--- src/rtl/pc_gen_unit_if.sv ---
// ---------------------------------------------------------------------------
// pc_gen_unit_if
//   Fetch-side valid/ready handshake of the PC generator.
//   Ports (signals):
//     out_valid  fetch PC valid              (master -> slave)
//     out_ready  fetch stage accepts         (slave  -> master)
//     out_pc     fetch PC, XLEN bits         (master -> slave)
//     out_tid    thread of out_pc, TID_W     (master -> slave)
// ---------------------------------------------------------------------------
interface pc_gen_unit_if #(
    parameter int unsigned XLEN  = 32,
    parameter int unsigned TID_W = 1
);
    logic             out_valid;
    logic             out_ready;
    logic [XLEN-1:0]  out_pc;
    logic [TID_W-1:0] out_tid;

    modport master (
        output out_valid,
        output out_pc,
        output out_tid,
        input  out_ready
    );

    modport slave (
        input  out_valid,
        input  out_pc,
        input  out_tid,
        output out_ready
    );
endinterface

--- src/rtl/pc_gen_unit.sv ---
// ---------------------------------------------------------------------------
// pc_gen_unit
//   Multi-thread program-counter generator. Keeps one PC per hardware thread
//   and issues one fetch PC per cycle, picking enabled threads round-robin,
//   through a registered valid/ready output slot. Supports per-thread branch
//   redirect, trap vectoring, thread enable and flush of the held entry.
//   Ports:
//     clk          clock, rising edge
//     rst          synchronous active-high reset
//     thread_en    per-thread issue enable
//     redir_valid  redirect request; redir_tid / redir_pc give thread and PC
//     trap_valid   trap request; trap_tid gives the trapping thread
//     fetch        output handshake (out_valid/out_ready/out_pc/out_tid)
// ---------------------------------------------------------------------------
module pc_gen_unit #(
    parameter int unsigned     XLEN        = 32,
    parameter int unsigned     INC         = 4,
    parameter int unsigned     NUM_THREADS = 2,
    parameter logic [XLEN-1:0] RESET_VEC   = '0,
    parameter logic [XLEN-1:0] TRAP_VEC    = XLEN'(32'h100),
    parameter int unsigned     TID_W       = (NUM_THREADS > 1) ? $clog2(NUM_THREADS) : 1
) (
    input  logic                   clk,
    input  logic                   rst,
    input  logic [NUM_THREADS-1:0] thread_en,
    input  logic                   redir_valid,
    input  logic [TID_W-1:0]       redir_tid,
    input  logic [XLEN-1:0]        redir_pc,
    input  logic                   trap_valid,
    input  logic [TID_W-1:0]       trap_tid,
    pc_gen_unit_if.master          fetch
);

    localparam logic [XLEN-1:0]  INC_V    = XLEN'(INC);
    localparam logic [XLEN-1:0]  LOW_MASK = XLEN'(INC - 1);
    localparam logic [TID_W:0]   NT       = (TID_W + 1)'(NUM_THREADS);
    localparam logic [TID_W-1:0] PTR_RST  = TID_W'(NUM_THREADS - 1);

    logic [XLEN-1:0]  pc_q [NUM_THREADS];
    logic [XLEN-1:0]  pc_d [NUM_THREADS];
    logic             valid_q, valid_d;
    logic [XLEN-1:0]  opc_q, opc_d;
    logic [TID_W-1:0] otid_q, otid_d;
    logic [TID_W-1:0] ptr_q, ptr_d;

    logic             redir_hit, trap_hit, redir_take;
    logic             flush, free, load;
    logic [TID_W-1:0] sel;
    logic [XLEN-1:0]  sel_pc;

    // Out-of-range thread ids are ignored completely.
    assign redir_hit  = redir_valid && ({1'b0, redir_tid} < NT);
    assign trap_hit   = trap_valid && ({1'b0, trap_tid} < NT);
    // Trap beats a redirect aimed at the same thread.
    assign redir_take = redir_hit && !(trap_hit && (trap_tid == redir_tid));

    assign flush = valid_q && ((trap_hit && (trap_tid == otid_q)) ||
                               (redir_take && (redir_tid == otid_q)));
    assign free  = !valid_q || fetch.out_ready;
    // Any valid redirect/trap costs one bubble cycle.
    assign load  = free && (|thread_en) && !redir_hit && !trap_hit;

    // Round-robin pick: the enabled thread at the smallest distance past ptr.
    always_comb begin
        int unsigned best_d;
        int unsigned d;
        best_d = NUM_THREADS;
        d      = 0;
        sel    = ptr_q;
        sel_pc = pc_q[0];
        for (int unsigned t = 0; t < NUM_THREADS; t++) begin
            d = (t + NUM_THREADS - 32'(ptr_q) - 1) % NUM_THREADS;
            if (thread_en[t] && (d < best_d)) begin
                best_d = d;
                sel    = TID_W'(t);
                sel_pc = pc_q[t];
            end
        end
    end

    always_comb begin
        pc_d    = pc_q;
        valid_d = valid_q;
        opc_d   = opc_q;
        otid_d  = otid_q;
        ptr_d   = ptr_q;

        // Load and redirect/trap are mutually exclusive, so order is irrelevant.
        for (int unsigned t = 0; t < NUM_THREADS; t++) begin
            if (load && (sel == TID_W'(t))) begin
                pc_d[t] = pc_q[t] + INC_V;
            end
            if (redir_take && (redir_tid == TID_W'(t))) begin
                pc_d[t] = redir_pc & ~LOW_MASK;
            end
            if (trap_hit && (trap_tid == TID_W'(t))) begin
                pc_d[t] = TRAP_VEC;
            end
        end

        if (flush) begin
            valid_d = 1'b0;
        end else if (load) begin
            valid_d = 1'b1;
            opc_d   = sel_pc;
            otid_d  = sel;
            ptr_d   = sel;
        end else if (free) begin
            valid_d = 1'b0;
        end
    end

    always_ff @(posedge clk) begin
        if (rst) begin
            for (int unsigned t = 0; t < NUM_THREADS; t++) begin
                pc_q[t] <= RESET_VEC;
            end
            valid_q <= 1'b0;
            opc_q   <= '0;
            otid_q  <= '0;
            ptr_q   <= PTR_RST;
        end else begin
            pc_q    <= pc_d;
            valid_q <= valid_d;
            opc_q   <= opc_d;
            otid_q  <= otid_d;
            ptr_q   <= ptr_d;
        end
    end

    assign fetch.out_valid = valid_q;
    assign fetch.out_pc    = opc_q;
    assign fetch.out_tid   = otid_q;

endmodule

--- src/flat_wrapper.sv ---
// flat-port wrapper written by rule: the top's interface ports become plain ports
module pc_gen_unit_flat 
#(
    parameter int unsigned     XLEN        = 32,
    parameter int unsigned     INC         = 4,
    parameter int unsigned     NUM_THREADS = 2,
    parameter logic [XLEN-1:0] RESET_VEC   = '0,
    parameter logic [XLEN-1:0] TRAP_VEC    = XLEN'(32'h100),
    parameter int unsigned     TID_W       = (NUM_THREADS > 1) ? $clog2(NUM_THREADS) : 1
)
  (clk, rst, thread_en, redir_valid, redir_tid, redir_pc, trap_valid, trap_tid, fetch_out_valid, fetch_out_pc, fetch_out_tid, fetch_out_ready);
  pc_gen_unit_if #(.XLEN(XLEN), .TID_W(TID_W)) fetch_i ();
  input  logic clk;
  input  logic rst;
  input  logic [NUM_THREADS-1:0] thread_en;
  input  logic redir_valid;
  input  logic [TID_W-1:0] redir_tid;
  input  logic [XLEN-1:0] redir_pc;
  input  logic trap_valid;
  input  logic [TID_W-1:0] trap_tid;
  output wire logic [$bits(fetch_i.out_valid)-1:0] fetch_out_valid;
  output wire logic [$bits(fetch_i.out_pc)-1:0] fetch_out_pc;
  output wire logic [$bits(fetch_i.out_tid)-1:0] fetch_out_tid;
  input wire logic [$bits(fetch_i.out_ready)-1:0] fetch_out_ready;
  assign fetch_out_valid = fetch_i.out_valid;
  assign fetch_out_pc = fetch_i.out_pc;
  assign fetch_out_tid = fetch_i.out_tid;
  assign fetch_i.out_ready = fetch_out_ready;
  pc_gen_unit #(.XLEN(XLEN), .INC(INC), .NUM_THREADS(NUM_THREADS), .RESET_VEC(RESET_VEC), .TRAP_VEC(TRAP_VEC), .TID_W(TID_W)) u_core (.clk(clk), .rst(rst), .thread_en(thread_en), .redir_valid(redir_valid), .redir_tid(redir_tid), .redir_pc(redir_pc), .trap_valid(trap_valid), .trap_tid(trap_tid), .fetch(fetch_i));
endmodule
--- config.mk ---
export PLATFORM = sky130hd
export DESIGN_NAME = pc_gen_unit_flat
export DESIGN_NICKNAME = d
export VERILOG_FILES = /design/src/rtl/pc_gen_unit_if.sv /design/src/rtl/pc_gen_unit.sv /design/src/flat_wrapper.sv
export SDC_FILE = /design/constraint.sdc
export NUM_CORES = 1
export LEC_CHECK = 0
export CORE_MARGIN = 1
export CORE_UTILIZATION = 45
export CTS_CLUSTER_SIZE = 30
export DETAILED_ROUTE_END_ITERATION = 10
export GPL_ROUTABILITY_DRIVEN = 0
export PLACE_DENSITY_LB_ADDON = 0.12
export SETUP_SLACK_MARGIN = 0.5
export SLEW_MARGIN = 10
export SYNTH_ARGS = -nofsm -noshare
export SYNTH_HDL_FRONTEND = slang
export SYNTH_SLANG_ARGS = --single-unit
export TNS_END_PERCENT = 30
--- constraint.sdc ---
create_clock -name clk -period 3.5 [get_ports clk]
set_input_delay 0.7 -clock clk [delete_from_list [all_inputs] [get_ports clk]]
set_output_delay 0.7 -clock clk [all_outputs]
set_load 0.05 [all_outputs]
======== After elaboration in Yosys (flattened, before gate mapping) ========
Index checks and enable logic that the tools add are counted.
W data, S select, Z words.
operators by class
  add/subtract/negate cells ............... 6
  $lt $le $gt $ge ......................... 2
  equal/unequal tests ..................... 3
  mux-type cells .......................... 12
  bitwise gates (word level) .............. 4
  reduce and logical (&&, ||, !) cells .... 34
operator list
  operator                 count
  $mux W32                 5
  $add A32 B3 Y32 const B  2
  $lt A1 B32 Y1            1
  $mux W9                  2
  $logic_and A1 B1 Y1      16
  $reduce_or A2 Y1         4
  $reduce_bool A2 Y1       3
  $reduce_bool A3 Y1       2
  $reduce_or A3 Y1         2
  $logic_not A1 Y1         4
  $mux W1                  4
  $not A1 Y1               4
  $eq A1 B1 Y1             3
  $logic_or A1 B1 Y1       2
  $lt A1 B2 Y1 const B     1
  $mux W2                  1
  $reduce_and A2 Y1        1
  $sub A1 B1 Y1 const A    2
  $sub A1 B1 Y1 const B    2
storage, ports and cells
  register bits after elaboration ......... 99
  input bits .............................. 41
  output and inout bits ................... 34

======== Depth between registers and ports, before layout ========
  depth after elaboration ................. 13
  mapped depth ............................ 8
  gate-level depth less buffers ........... 6

======== Worst setup path before layout ========
Ideal clock, no wire load.
  path kind ............................... reg2reg
  from .................................... register u_core.pc_q[2] in the netlist's numbering
  to ...................................... register u_core.pc_q[20] in the netlist's numbering
  library setup time ...................... 0.070 ns
  arrival time ............................ 2.056 ns
  data required time ...................... 3.430 ns
  slack ................................... 1.373 ns
  cell stages (with the launch flop) ...... 8
  path buffers ............................ 1
  cell sequence ........................... dfxtp_1 > ha_1 > nand3_1 > or4_1 > clkbuf_1 > nor4b_2 > mux2_1 > a21oi_1
on the way
  word-level cells in the longest chain between the ends .. 3
ends and longest elaborated chain
  item                    line                text
  from (decl)             pc_gen_unit.sv:39   logic [XLEN-1:0] pc_q [NUM_THREADS];
  from (signal assigned)  pc_gen_unit.sv:123  pc_q <= pc_d;
  $add A32 B3 Y32         pc_gen_unit.sv:91   pc_d[t] = pc_q[t] + INC_V;
  $mux W32                pc_gen_unit.sv:90   if (load && (sel == TID_W'(t))) begin
  $mux W32                pc_gen_unit.sv:93   if (redir_take && (redir_tid == TID_W'(t))) begin
Every way passes these cells. The select of a mux whose other input is x is not followed.
A chain may end at the register's enable or synchronous reset.

======== Worst setup path in the final report ========
  from .................................... input port thread_en[1]
  to ...................................... register u_core.pc_q[20] in the netlist's numbering
on the way
  word-level cells in the longest chain between the ends .. 6
  elaborated cells between the ends (all ways) .. 8
ends and longest elaborated chain
  item                                   line                text
  from (decl)                            flat_wrapper.sv:15  input logic [NUM_THREADS-1:0] thread_en;
  $reduce_or A2 Y1                       pc_gen_unit.sv:61   assign load = free && (|thread_en) && !redir_hit && !trap_hit;
  $logic_and A1 B1 Y1 (3 in series)      pc_gen_unit.sv:61
  $logic_and A1 B1 Y1 *                  pc_gen_unit.sv:90
  $reduce_bool A2 Y1 (no source line) *  n/a
Mark *: on every way between the ends. The rest lies on a longest branch, timed or not.

==> flow_summary.toml <==
[outcome]
status = "completed"

[detailed_routing]
wl_met1_um = 7430
drt_iter0_drc = 478
wl_per_cell_um = 19.4
wl_um = 15800
num_vias = 5105
routed.top_layer = "met4"
route.met2.wl_um = 6740
drc = 0
drtAntennaViolNets = 0
viasPerCell = 6.29
wl_met3_um = 1330
first_pass_iters = 5

[clock_tree]
holdBufCountCts = 0
htree_levels = 3
cts_sinks = 93
cts.clk_slew.worst_paths_ns = 0.09
cts_buffers = 9
insertion_delay_ns = 0.38
postCtsSetupBuffers = 0
tritoncts = "yes"
cts_resized = 0
clock_path_buffers = 2
root_buffer = "clkbuf_8"

[timing]
fmax_ghz = 0.371
finalSetupTns_ns = 0
setup_viol = 0
finalCritPeriodShare_pct = 77.0
setup_ws_ns = 0.804
tightest_slew_ns = 0.955
min_period_ns = 2.70
hold_viol = 0
grt_setup_unrepaired = "no"
timing.final.max_slew_violations = 0
skew_ns = 0.00985
slew_headroom_pct = 36.1

[place]
dp_hpwl_um = 11300
placed_cells = 796
io_buffer_count = 70
dp_slack_ns = 0.466
placed_area_um2 = 5790

[yosys]
synth_common_cells = "dfxtp_1 (93), nor2_1 (68), a21oi_1 (52)"
synth_edf_count = 0
synth_fa_ha_area_share_pct = 0.504
ys_seq_area_share_pct = 37.5
yosys.area_share.simple_pct = 24.5
yosysTopAreaCell = "dfxtp_1"
synth_top_family_by_area = "simple AND/OR/NAND/NOR gates"
ys_async_sr_fraction_pct = 0
yosysMostFrequentCell = "dfxtp_1"
yosysUniqueCellTypes = 46
synth_mux_area_share_pct = 6.58
ys_warn_count = 0
postSynthCellCount = 620
synth_compound_area_share_pct = 22.3
yosys_register_bits = 93
synth_area_um2 = 4960
synth_area_leaders = "dfxtp_1 (38%), mux2i_1 (5.4%), a21oi_1 (5.2%)"
avgSynthCellArea_um2 = 8.01
synth.top_cell.area_share_pct = 37.5
synth_xor_area_share_pct = 4.23
ys.flop_type = "dfxtp_1"

[power_and_ir_drop]
comb_power_share_pct = 17.0
p_clk_share_pct = 35.7
p_switching_w = 0.000708
power.total_w = 0.00245
powerDensity_nw_per_um2 = 406
p_seq_share_pct = 47.3
internal_power_w = 0.00174
swShare_pct = 28.9
irDropWorstVdd_v = 0.000218
leakagePower_nw = 1.98

[floorplan]
std_cell_rows = 37
core-area_um2 = 10500
dieArea_um2 = 11500
io_pins = 75
die_x_um = 107
die_y_um = 107
start_util_pct = 47.2

[grt]
grt_pass1_vias = 4698
grt_pass1_wl_um = 25300
grt_max_degree = 58
overflow = 0
antenna_found_initial = 0
grt_usage_pct = 28.8

[worst_setup_path]
cp.required_ns = 3.80
critPathMaxFanout = 10
cp_cell_sequence = "clkdlybuf4s50_1 > a21boi_4 > nand3_1 > nor4b_2 > mux2_1 > a21oi_1"
worst-r2r-setup-slack_ns = 1.04
slowest_stage = "clkdlybuf4s50_1"
cp-end-kind = "flip-flop"
crit_path_start_kind = "input port"
arrival_ns = 3.00
critPathKind = "input port to flip-flop"
cpPeakStageDelay_ns = 0.56

[final_layout]
instances_no_fill = 812
multi_input_area_um2 = 2910
antenna_cells = 0
fillers = 992
areaGrowthSynthToFinish_pct = 21.5
regArea_um2 = 1860
drive_gt1_share_pct = 6.36
finalInstanceArea_um2 = 6030
fin_nets = 714

[flow_run]
drv_cap = 0

[worst_hold_path]
hold_path.class = "flip-flop to flip-flop"
layout make-up:
type	count	share of cell area (%)
multi-input cells	475	48.3
flip-flops and latches	93	30.9
repair buffers	87	13.7
well taps	136	2.82
clock buffers	10	2.12
clock inverters	6	1.85
inverters	5	0.311
power by group through the flow:
stage | Sequential, W | Combinational (W) | Clock [W]
2_1_floorplan | 0.00125 | 0.000181 | 0
3_3_place_gp | 0.00118 | 0.000407 | 0
3_5_place_dp | 0.00118 | 0.000411 | 0
4_1_cts | 0.00116 | 0.000413 | 0.000877
5_1_grt | 0.00117 | 0.000444 | 0.000929
6_report | 0.00116 | 0.000417 | 0.000875
flip-flops by register name, summed over array words and instances, names as in the netlist:
signal / flops
u_core.ptr_q: 1
u_core.pc_q: 60
u_core.fetch.out_valid: 1
u_core.fetch.out_pc: 30
u_core.fetch.out_tid: 1
worst paths after layout:
path,start,to,cells after the start
setup reg to reg,u_core.pc_q[2],u_core.pc_q[20],6
hold reg to reg,u_core.fetch.out_pc[9],u_core.fetch.out_pc[9],2
setup / recovery,thread_en[1],u_core.pc_q[20],6
hold / removal,u_core.fetch.out_pc[9],u_core.fetch.out_pc[9],2
per-stage QoR:
stage	util (%)	hold WS, ns
6_report	57.4	0.500
5_1_grt	57.4	0.525
4_1_cts	57.4	0.502
3_5_place_dp	55.1	0.490
3_3_place_gp	55.1	0.481
2_1_floorplan	-	0.450
cells in the final DEF (no fill, tap or decap), types with 7 or more instances in the layout:
cell             netlist  layout
dfxtp_1               93      93
clkdlybuf4s50_1        0      70
nor2_1                68      68
a21oi_1               52      51
nand2_1               43      43
a211oi_1              33      33
nand3_1               28      28
mux2i_1               27      27
and3_1                26      26
nand4_1               23      23
o21ai_0               18      18
xor2_1                18      18
o22ai_1               17      17
buf_4                  2      17
nor3_1                16      16
a31oi_1               14      14
nor4_1                11      11
clkbuf_8               0       9
a22oi_1                8       8
o211ai_1               7       7
cell families (layout without fill, tap and decap cells):
| group | Yosys count | count (layout) |
|---|---|---|
| compound gates | 174 | 174 |
| xor+xnor | 24 | 24 |
| fa+ha+maj | 2 | 2 |
| buf+inv | 53 | 108 |
| flops | 93 | 93 |
| mux | 32 | 32 |
| other cells | 1 | 2 |
| simple gates | 241 | 241 |
layer usage:
metal | vias to the layer above | track usage, %
met5 | - | 0
met4 | 0 | 8.32
met3 | 20 | 5.35
met2 | 231 | 42.0
met1 | 2426 | 42.6
li1 | 2428 | -
worst max-delay path, delay by kind of cell:
kind	cells	cell delay, ns
AOI/OAI and AO/OA	2	0.50
buffers and inverters	1	0.56
muxes	1	0.35
and+or+nand+nor	2	0.89
Power figures use the tool's default switching activity.
